## config.mk

```make
export PLATFORM = sky130hd
export DESIGN_NAME = xadc_drp_sched_flat
export DESIGN_NICKNAME = d
export VERILOG_FILES = /design/src/rtl/xadc_pkg.sv /design/src/rtl/xadc_drp_sched_if.sv /design/src/rtl/xadc_chan_sel.sv /design/src/rtl/xadc_drp_sched.sv /design/src/flat_wrapper.sv
export SDC_FILE = /design/constraint.sdc
export NUM_CORES = 1
export LEC_CHECK = 0
export BUFFER_PORTS_ARGS = -buffer_cell sky130_fd_sc_hd__buf_2
export CORE_ASPECT_RATIO = 0.8
export CORE_MARGIN = 5
export CORE_UTILIZATION = 34
export CTS_BUF_LIST = sky130_fd_sc_hd__clkbuf_16
export DETAILED_ROUTE_END_ITERATION = 8
export GPL_TIMING_DRIVEN = 0
export SYNTH_ARGS = -nofsm -noshare
export SYNTH_HDL_FRONTEND = slang
export SYNTH_SLANG_ARGS = --single-unit
```

## constraint.sdc

```tcl
create_clock -name clkIn -period 4.38 [get_ports clkIn]
set_input_delay 0 -clock clkIn [delete_from_list [all_inputs] [get_ports clkIn]]
set_output_delay 0 -clock clkIn [all_outputs]
set_load 0.005 [all_outputs]
```

## src/rtl/xadc_pkg.sv

```systemverilog
// Shared types and constants for the XADC DRP scan scheduler.
package xadc_pkg;

  typedef enum logic [2:0] {
    ST_IDLE,
    ST_CFG_ISSUE,
    ST_CFG_WAIT,
    ST_RD_ISSUE,
    ST_RD_WAIT,
    ST_RD_NEXT
  } state_e;

  localparam logic [6:0] ADDR_VAUX0 = 7'h10;
  localparam logic [6:0] ADDR_CFG0  = 7'h40;
  localparam logic [6:0] ADDR_CFG1  = 7'h41;

  // Result registers are left-justified: the 12-bit conversion sits in [15:4].
  localparam int SMP_MSB = 15;
  localparam int SMP_LSB = 4;
  localparam int SMP_W   = SMP_MSB - SMP_LSB + 1;

  function automatic int chan_w(input int n);
    return (n > 2) ? $clog2(n) : 1;
  endfunction

endpackage

```

## src/rtl/xadc_drp_sched_if.sv

```systemverilog
// DRP bus between the scan scheduler (master) and the XADC primitive (slave).
interface xadc_drp_sched_if;
  logic [6:0]  drpAddrOut;
  logic        drpEnOut;
  logic        drpWeOut;
  logic [15:0] drpDiOut;
  logic [15:0] drpDoIn;
  logic        drpRdyIn;

  modport master (output drpAddrOut, drpEnOut, drpWeOut, drpDiOut,
                  input  drpDoIn, drpRdyIn);
  modport slave  (input  drpAddrOut, drpEnOut, drpWeOut, drpDiOut,
                  output drpDoIn, drpRdyIn);
endinterface

```

## src/rtl/xadc_chan_sel.sv

```systemverilog
// Finds the lowest set mask bit strictly above idx (or the lowest set bit
// at all when from_start is high).
module xadc_chan_sel import xadc_pkg::*; #(
  parameter int NUM_CH = 4,
  parameter int CH_W   = chan_w(NUM_CH)
) (
  input  logic [NUM_CH-1:0] mask,
  input  logic [CH_W-1:0]   idx,
  input  logic              from_start,
  output logic              found,
  output logic [CH_W-1:0]   nxt
);

  // Scanning downward lets the last hit be the lowest qualifying bit.
  always_comb begin
    found = 1'b0;
    nxt   = '0;
    for (int i = NUM_CH - 1; i >= 0; i--) begin
      if (mask[i] && (from_start || i > int'(idx))) begin
        found = 1'b1;
        nxt   = CH_W'(i);
      end
    end
  end

endmodule

```

## src/rtl/xadc_drp_sched.sv

```systemverilog
// XADC DRP sequencer: scans enabled aux channels on each EOC and arbitrates
// a single config-write requester against those scans.
module xadc_drp_sched import xadc_pkg::*; #(
  parameter int         NUM_CH      = 4,
  parameter logic [6:0] BASE_ADDR   = ADDR_VAUX0,
  parameter int         TIMEOUT_CYC = 64
) (
  input  logic                      clkIn,
  input  logic                      rstIn,
  input  logic                      enIn,
  input  logic [NUM_CH-1:0]         chanMaskIn,
  input  logic                      eocIn,
  input  logic                      cfgReqIn,
  input  logic [6:0]                cfgAddrIn,
  input  logic [15:0]               cfgDataIn,
  output logic                      cfgAckOut,
  xadc_drp_sched_if.master          drp,
  output logic                      sampleValidOut,
  output logic [chan_w(NUM_CH)-1:0] sampleChanOut,
  output logic [SMP_W-1:0]          sampleDataOut,
  output logic                      timeoutOut,
  output logic                      busyOut
);

  localparam int CH_W  = chan_w(NUM_CH);
  localparam int CNT_W = $clog2(TIMEOUT_CYC);
  localparam logic [CNT_W-1:0] CNT_LAST = CNT_W'(TIMEOUT_CYC - 1);

  state_e              state_q, state_d;
  logic                pend_q, pend_d;
  logic [NUM_CH-1:0]   mask_q, mask_d;
  logic [CH_W-1:0]     ch_q, ch_d;
  logic [CNT_W-1:0]    cnt_q, cnt_d;
  logic [6:0]          addr_q, addr_d;
  logic                en_q, en_d, we_q, we_d;
  logic [15:0]         di_q, di_d;
  logic                ack_q, ack_d, vld_q, vld_d, tmo_q, tmo_d, busy_q, busy_d;
  logic [CH_W-1:0]     schan_q, schan_d;
  logic [SMP_W-1:0]    sdata_q, sdata_d;
  logic                sel_found, expired;
  logic [CH_W-1:0]     sel_nxt;

  // In IDLE the selector looks at the live mask; mid-scan it walks the latched one.
  xadc_chan_sel #(.NUM_CH(NUM_CH), .CH_W(CH_W)) u_sel (
    .mask       ((state_q == ST_IDLE) ? chanMaskIn : mask_q),
    .idx        (ch_q),
    .from_start (state_q == ST_IDLE),
    .found      (sel_found),
    .nxt        (sel_nxt)
  );

  always_comb begin
    state_d = state_q;  pend_d  = pend_q;  mask_d  = mask_q;
    ch_d    = ch_q;     cnt_d   = cnt_q;
    addr_d  = '0;       en_d    = 1'b0;    we_d    = 1'b0;    di_d = '0;
    ack_d   = 1'b0;     vld_d   = 1'b0;    tmo_d   = 1'b0;
    schan_d = schan_q;  sdata_d = sdata_q;
    expired = (cnt_q == CNT_LAST);
    if (eocIn) pend_d = 1'b1;
    if (!enIn) pend_d = 1'b0;
    case (state_q)
      ST_IDLE: begin
        // ack_q masks the request still held during the ack cycle.
        if (cfgReqIn && !ack_q) begin
          state_d = ST_CFG_ISSUE;
          en_d = 1'b1;  we_d = 1'b1;  addr_d = cfgAddrIn;  di_d = cfgDataIn;
        end else if (enIn && (eocIn || pend_q)) begin
          pend_d = 1'b0;
          if (sel_found) begin
            mask_d = chanMaskIn;  ch_d = sel_nxt;  state_d = ST_RD_ISSUE;
            en_d = 1'b1;  addr_d = BASE_ADDR + 7'(sel_nxt);
          end
        end
      end
      ST_CFG_ISSUE: begin
        state_d = ST_CFG_WAIT;
        cnt_d   = '0;
      end
      ST_CFG_WAIT: begin
        cnt_d = cnt_q + 1'b1;
        if (drp.drpRdyIn) begin
          ack_d = 1'b1;  state_d = ST_IDLE;
        end else if (expired) begin
          tmo_d = 1'b1;  state_d = ST_IDLE;
        end
      end
      ST_RD_ISSUE: begin
        state_d = ST_RD_WAIT;
        cnt_d   = '0;
      end
      ST_RD_WAIT: begin
        cnt_d = cnt_q + 1'b1;
        if (drp.drpRdyIn) begin
          vld_d = 1'b1;  schan_d = ch_q;  state_d = ST_RD_NEXT;
          sdata_d = SMP_W'(drp.drpDoIn >> SMP_LSB);
        end else if (expired) begin
          tmo_d = 1'b1;  state_d = ST_RD_NEXT;
        end
      end
      ST_RD_NEXT: begin
        if (sel_found) begin
          ch_d = sel_nxt;  state_d = ST_RD_ISSUE;
          en_d = 1'b1;  addr_d = BASE_ADDR + 7'(sel_nxt);
        end else begin
          state_d = ST_IDLE;
        end
      end
      default: state_d = ST_IDLE;
    endcase
    busy_d = (state_d != ST_IDLE);
  end

  always_ff @(posedge clkIn or negedge rstIn) begin
    if (!rstIn) begin
      state_q <= ST_IDLE;  pend_q <= 1'b0;  mask_q <= '0;  ch_q <= '0;  cnt_q <= '0;
      addr_q  <= '0;  en_q <= 1'b0;  we_q <= 1'b0;  di_q <= '0;
      ack_q   <= 1'b0;  vld_q <= 1'b0;  tmo_q <= 1'b0;  busy_q <= 1'b0;
      schan_q <= '0;  sdata_q <= '0;
    end else begin
      state_q <= state_d;  pend_q <= pend_d;  mask_q <= mask_d;  ch_q <= ch_d;  cnt_q <= cnt_d;
      addr_q  <= addr_d;  en_q <= en_d;  we_q <= we_d;  di_q <= di_d;
      ack_q   <= ack_d;  vld_q <= vld_d;  tmo_q <= tmo_d;  busy_q <= busy_d;
      schan_q <= schan_d;  sdata_q <= sdata_d;
    end
  end

  assign drp.drpAddrOut = addr_q;
  assign drp.drpEnOut   = en_q;
  assign drp.drpWeOut   = we_q;
  assign drp.drpDiOut   = di_q;
  assign cfgAckOut      = ack_q;
  assign sampleValidOut = vld_q;
  assign sampleChanOut  = schan_q;
  assign sampleDataOut  = sdata_q;
  assign timeoutOut     = tmo_q;
  assign busyOut        = busy_q;

endmodule

```

## src/flat_wrapper.sv

```systemverilog
// flat-port wrapper written by rule: the top's interface ports become plain ports
module xadc_drp_sched_flat import xadc_pkg::*;
#(
  parameter int         NUM_CH      = 4,
  parameter logic [6:0] BASE_ADDR   = ADDR_VAUX0,
  parameter int         TIMEOUT_CYC = 64
)
  (clkIn, rstIn, enIn, chanMaskIn, eocIn, cfgReqIn, cfgAddrIn, cfgDataIn, cfgAckOut, sampleValidOut, sampleChanOut, sampleDataOut, timeoutOut, busyOut, drp_drpAddrOut, drp_drpEnOut, drp_drpWeOut, drp_drpDiOut, drp_drpDoIn, drp_drpRdyIn);
  xadc_drp_sched_if drp_i ();
  input  logic clkIn;
  input  logic rstIn;
  input  logic enIn;
  input  logic [NUM_CH-1:0] chanMaskIn;
  input  logic eocIn;
  input  logic cfgReqIn;
  input  logic [6:0] cfgAddrIn;
  input  logic [15:0] cfgDataIn;
  output logic cfgAckOut;
  output logic sampleValidOut;
  output logic [chan_w(NUM_CH)-1:0] sampleChanOut;
  output logic [SMP_W-1:0] sampleDataOut;
  output logic timeoutOut;
  output logic busyOut;
  output wire logic [$bits(drp_i.drpAddrOut)-1:0] drp_drpAddrOut;
  output wire logic [$bits(drp_i.drpEnOut)-1:0] drp_drpEnOut;
  output wire logic [$bits(drp_i.drpWeOut)-1:0] drp_drpWeOut;
  output wire logic [$bits(drp_i.drpDiOut)-1:0] drp_drpDiOut;
  input wire logic [$bits(drp_i.drpDoIn)-1:0] drp_drpDoIn;
  input wire logic [$bits(drp_i.drpRdyIn)-1:0] drp_drpRdyIn;
  assign drp_drpAddrOut = drp_i.drpAddrOut;
  assign drp_drpEnOut = drp_i.drpEnOut;
  assign drp_drpWeOut = drp_i.drpWeOut;
  assign drp_drpDiOut = drp_i.drpDiOut;
  assign drp_i.drpDoIn = drp_drpDoIn;
  assign drp_i.drpRdyIn = drp_drpRdyIn;
  xadc_drp_sched #(.NUM_CH(NUM_CH), .BASE_ADDR(BASE_ADDR), .TIMEOUT_CYC(TIMEOUT_CYC)) u_core (.clkIn(clkIn), .rstIn(rstIn), .enIn(enIn), .chanMaskIn(chanMaskIn), .eocIn(eocIn), .cfgReqIn(cfgReqIn), .cfgAddrIn(cfgAddrIn), .cfgDataIn(cfgDataIn), .cfgAckOut(cfgAckOut), .drp(drp_i), .sampleValidOut(sampleValidOut), .sampleChanOut(sampleChanOut), .sampleDataOut(sampleDataOut), .timeoutOut(timeoutOut), .busyOut(busyOut));
endmodule
```

==> metrics list <==
* Number of synthesized flops with an enable pin: 0
- Detailed routing inserted a total of 1,948 vias.
* Final critical delay including setup and external delays: 1816 ps
- Required time at the endpoint of the critical path: 4580 ps
- The path class of the tightest hold or removal check is primary input to register.
- Synthesis produced 190 cells.
- Number of top-level pins: 92
- Final net count: 379
- Hold path startpoint: enIn
* Quantity of gates resized following cts: 0
- Clock-pin slew was measured on the worst setup and hold paths at 50 ps.
- In this run the critical register-to-register path is launched from u_core.state_q[2].
* Effective utilization at floorplan: 0.3481
- Synthesis inferred 58 register bits.
- Traced cell by cell, the critical path runs through buf_6 -> inv_1 -> nor3_1 -> and2_1 -> buf_4 -> buf_6 -> mux2_2.
- Maximum clock frequency: 0.5508 GHz
* Remaining number of nets flagged by the antenna check after routing: 0
* Layout Cells excl Fill: 421
* Total power: 2.231 mW
- The kind of cell with the highest combined delay along the critical path is buffers and inverters.
- For this block, the routed nets add up to 5618 um of wire.
- In the final timing run, aggregate negative setup slack is 0 ps.
- STA puts the critical path data arrival time at 2020 ps.
- By instance count, the cell type seen most on the critical path is sky130_fd_sc_hd__buf_6.
- Syn Std Cell Area: 0.002387 sq mm
- The number of placed instances, taps included, is 364.
- Drt pass-1 iters: 4
- The number of antenna violations at the first check in global routing came to 0.
* Largest net degree at the start of global routing: 59
- Clock root buffer master: sky130_fd_sc_hd__clkbuf_16
- The clock arrives with 7.746 ps of skew.
- Most instantiated flip-flop cell in the synthesis netlist: sky130_fd_sc_hd__dfrtp_1
* Worst path buffer plus inverter count: 4
- The die is 103.7 um wide.
- Avg WL per Cell: 13.34 um
- The worst setup path is captured at a register.
* Cell type with the highest aggregate area in the netlist: sky130_fd_sc_hd__dfrtp_1
- Overall overflow remaining after global route: 0
* Number of global-route vias before repair: 2,022
- For hold timing, the worst endpoint is u_core.pend_q.
* Kind of launch point of the worst setup path: register
- The count of buffers added on input and output ports is 87.
* TritonCTS clock tree: done
- The number of cells on the worst reg-to-reg path is 7.
- Reg2Reg Capture Point: u_core.sampleDataOut[7]
- Sink count of the clock tree: 58
* Cell leakage power: 1.923 nW
* Yosys warns: 0
- Setup repair after global routing left no endpoint under its margin.
- Relative to the synthesized area, the layout overhead comes to 52.10%.
* Count of endpoints failing hold in the final timing report: 0
- In the global route stage, overall resource usage came out at 0.1317.
- Syn Nets: 240
- For the worst-skew pair, the clock arrives at the later sink with an insertion delay of 320 ps.
* Worst supply voltage drop on vdd: 0.0002779 V
* Height of the chip: 84.95 um
* Number of endpoints failing setup at the final stage: 0
- The number of antenna diodes in the final layout is 0.
* Drt drc: 0
- Headroom to the max-slew limit came out at 0.5134.
- Along the worst path, the maximum fanout reaches 10.
* Most instantiated cells after synthesis: sky130_fd_sc_hd__dfrtp_1, sky130_fd_sc_hd__and3_1, sky130_fd_sc_hd__mux2_2, sky130_fd_sc_hd__nand2_1
* Fraction of final layout cells with drive strength greater than 1: 0.3832
- Core area: 0.006858 sq mm
- The share of synthesized area in the top cell type comes to 0.6080.
- Dividing total power by cell area gives a power density of 614.4 mW/mm^2.
- Max stage delay cell, worst path: sky130_fd_sc_hd__mux2_2
* Minimum hold slack: 163.8 ps
- Of all flip-flops after synthesis, the portion carrying an async set or reset was 1.000.
- The number of max-slew violations in the final report was 0.
- Along the worst hold path, the cell count comes to 3.
* Final worst path period share: 0.4145
- Maximum buffer depth of the clock tree: 2
- Detailed placer's ending HPWL: 3757 um
- For this run, the share of the core covered by cells in the final layout is 0.5295.
- The flow ran to the end, and the final reports show no timing, DRC or antenna violations.
- Avg Inst Size Synth: 12.56 sq um
- For this run, the slowest stage of the critical path takes 340 ps.
- Initial DRC count: 44
* Number of filler instances in the final layout: 616
* Global-route wire length before repair: 9522 um
- Sequential area share after synthesis: 0.6080
- Cells taking the most area after synthesis: sky130_fd_sc_hd__dfrtp_1, sky130_fd_sc_hd__mux2_2, sky130_fd_sc_hd__and3_1
* CTS H-Tree Depth: 3
* Count of distinct cell types in the synthesized netlist: 43
* Number of CTS-inserted buffers: 9
* Category of the most critical setup path: register to register
* Area of the die: 0.008808 sq mm
- Worst slew pin tran: 722.3 ps
- The floorplan has 27 rows.
* Average via count per standard cell: 4.627
- Global placer's final weighted congestion: 0.7507
- In this run the register-to-register setup slack is 2560 ps.
- sky130_fd_sc_hd__dfrtp_1 is the most common cell in the netlist.
* Max cap viols: 0
[power by group]
group | leakage [nW] | internal (mW) | switching [mW]
logic | 1.03 | 0.387 | 0.375
clock network | 0.138 | 0.432 | 0.231
registers | 0.756 | 0.717 | 0.0896
[routing by layer]
layer / up-vias / part of all wire / global-route usage
li1: 956 / - / -
met2: 52 / 0.48 / 0.2199
met5: - / 0 / 0
met4: 0 / 0.0085 / 0.04235
met3: 6 / 0.071 / 0.06160
met1: 934 / 0.44 / 0.1509
[final cells by class]
class / count / area, sq um / area share
Sequential cell: 58 / 1451 / 0.3997
Clock inverter: 7 / 61.31 / 0.01688
Timing Repair Buffer: 128 / 848.3 / 0.2336
Inverter: 4 / 15.01 / 0.004135
Multi-Input combinational cell: 118 / 854.6 / 0.2354
Clock buffer: 9 / 225.2 / 0.06203
Buffer: 10 / 66.31 / 0.01826
Tap cell: 87 / 108.9 / 0.02998
[tightest hold or removal path: cells and delay by family]
family                 cells  cell delay [ps]
buffers and inverters      1               90
AOI/OAI and AO/OA          2              350
[worst max-delay path by stage]
stage                      startpoint                       to  slack, ps  cells past startpoint
detailed placement  u_core.state_q[2]  u_core.sampleDataOut[7]       2560                      7
floorplan           u_core.state_q[2]         u_core.mask_q[1]       2750                      4
global placement    u_core.state_q[2]  u_core.sampleDataOut[7]       2570                      7
finish              u_core.state_q[2]  u_core.sampleDataOut[7]       2560                      7
global route        u_core.state_q[2]  u_core.sampleDataOut[8]       2450                      7
CTS                 u_core.state_q[2]  u_core.sampleDataOut[8]       2550                      7
[cell families (layout without fill, tap and decap cells)]
logic type                 after synthesis  in the layout  share of synthesized area
DFF                                     58             58                     0.6080
adders and majority gates                1              1                   0.005240
xor gates and xnor gates                 2              2                   0.007339
AOI/OAI and AO/OA                       32             32                    0.09434
muxes                                   19             19                    0.08857
buffers and inverters                   14            158                    0.03406
and+or+nand+nor                         64             64                     0.1625
[state kept, by name (all words and copies together) (netlist names)]
name / cells
u_core.busyOut: 1
u_core.state_q: 3
u_core.drp.drpWeOut: 1
u_core.pend_q: 1
u_core.drp.drpEnOut: 1
u_core.mask_q: 3
u_core.sampleChanOut: 2
u_core.timeoutOut: 1
u_core.cfgAckOut: 1
u_core.drp.drpAddrOut: 7
u_core.sampleDataOut: 12
u_core.ch_q: 2
u_core.drp.drpDiOut: 16
u_core.cnt_q: 6
u_core.sampleValidOut: 1
[stage by stage]
stage / instance area (sq um) / setup WS [ps]
floorplan: 2387 / 2751
global placement: 2932 / 2565
detailed placement: 2932 / 2561
CTS: 3618 / 2554
global route: 3631 / 2454
finish: 3631 / 2564
[cells in the final DEF (no fill, tap or decap), types with 2 or more instances in the layout]
| cell | synthesis | final |
|---|---|---|
| sky130_fd_sc_hd__nor4_1 | 2 | 2 |
| sky130_fd_sc_hd__a21o_1 | 7 | 7 |
| sky130_fd_sc_hd__mux2_2 | 14 | 14 |
| sky130_fd_sc_hd__dfrtp_1 | 58 | 58 |
| sky130_fd_sc_hd__or2_2 | 2 | 2 |
| sky130_fd_sc_hd__mux2_1 | 3 | 3 |
| sky130_fd_sc_hd__inv_1 | 4 | 5 |
| sky130_fd_sc_hd__clkinv_1 | 0 | 2 |
| sky130_fd_sc_hd__buf_2 | 2 | 88 |
| sky130_fd_sc_hd__and3_1 | 21 | 21 |
| sky130_fd_sc_hd__clkbuf_1 | 4 | 4 |
| sky130_fd_sc_hd__nand2_1 | 10 | 10 |
| sky130_fd_sc_hd__buf_4 | 1 | 2 |
| sky130_fd_sc_hd__clkinvlp_4 | 0 | 2 |
| sky130_fd_sc_hd__clkbuf_16 | 0 | 9 |
| sky130_fd_sc_hd__nor2b_1 | 3 | 3 |
| sky130_fd_sc_hd__o21ai_0 | 8 | 8 |
| sky130_fd_sc_hd__mux2i_1 | 2 | 2 |
| sky130_fd_sc_hd__buf_6 | 3 | 3 |
| sky130_fd_sc_hd__nand3_1 | 8 | 8 |
| sky130_fd_sc_hd__nor3_1 | 4 | 4 |
| sky130_fd_sc_hd__a21oi_1 | 5 | 5 |
| sky130_fd_sc_hd__o211ai_1 | 2 | 2 |
| sky130_fd_sc_hd__xor2_1 | 2 | 2 |
| sky130_fd_sc_hd__nand2b_1 | 4 | 4 |
| sky130_fd_sc_hd__dlygate4sd3_1 | 0 | 41 |
[repair_timing]
action / 4_1_cts / 5_1_grt
endpoints found under the hold margin: 41 / 58
setup buffers: 0 / 0
hold buffers: 40 / 1
endpoints found under the setup margin: 0 / 0
No activity file was read; power rests on OpenSTA's default activity.
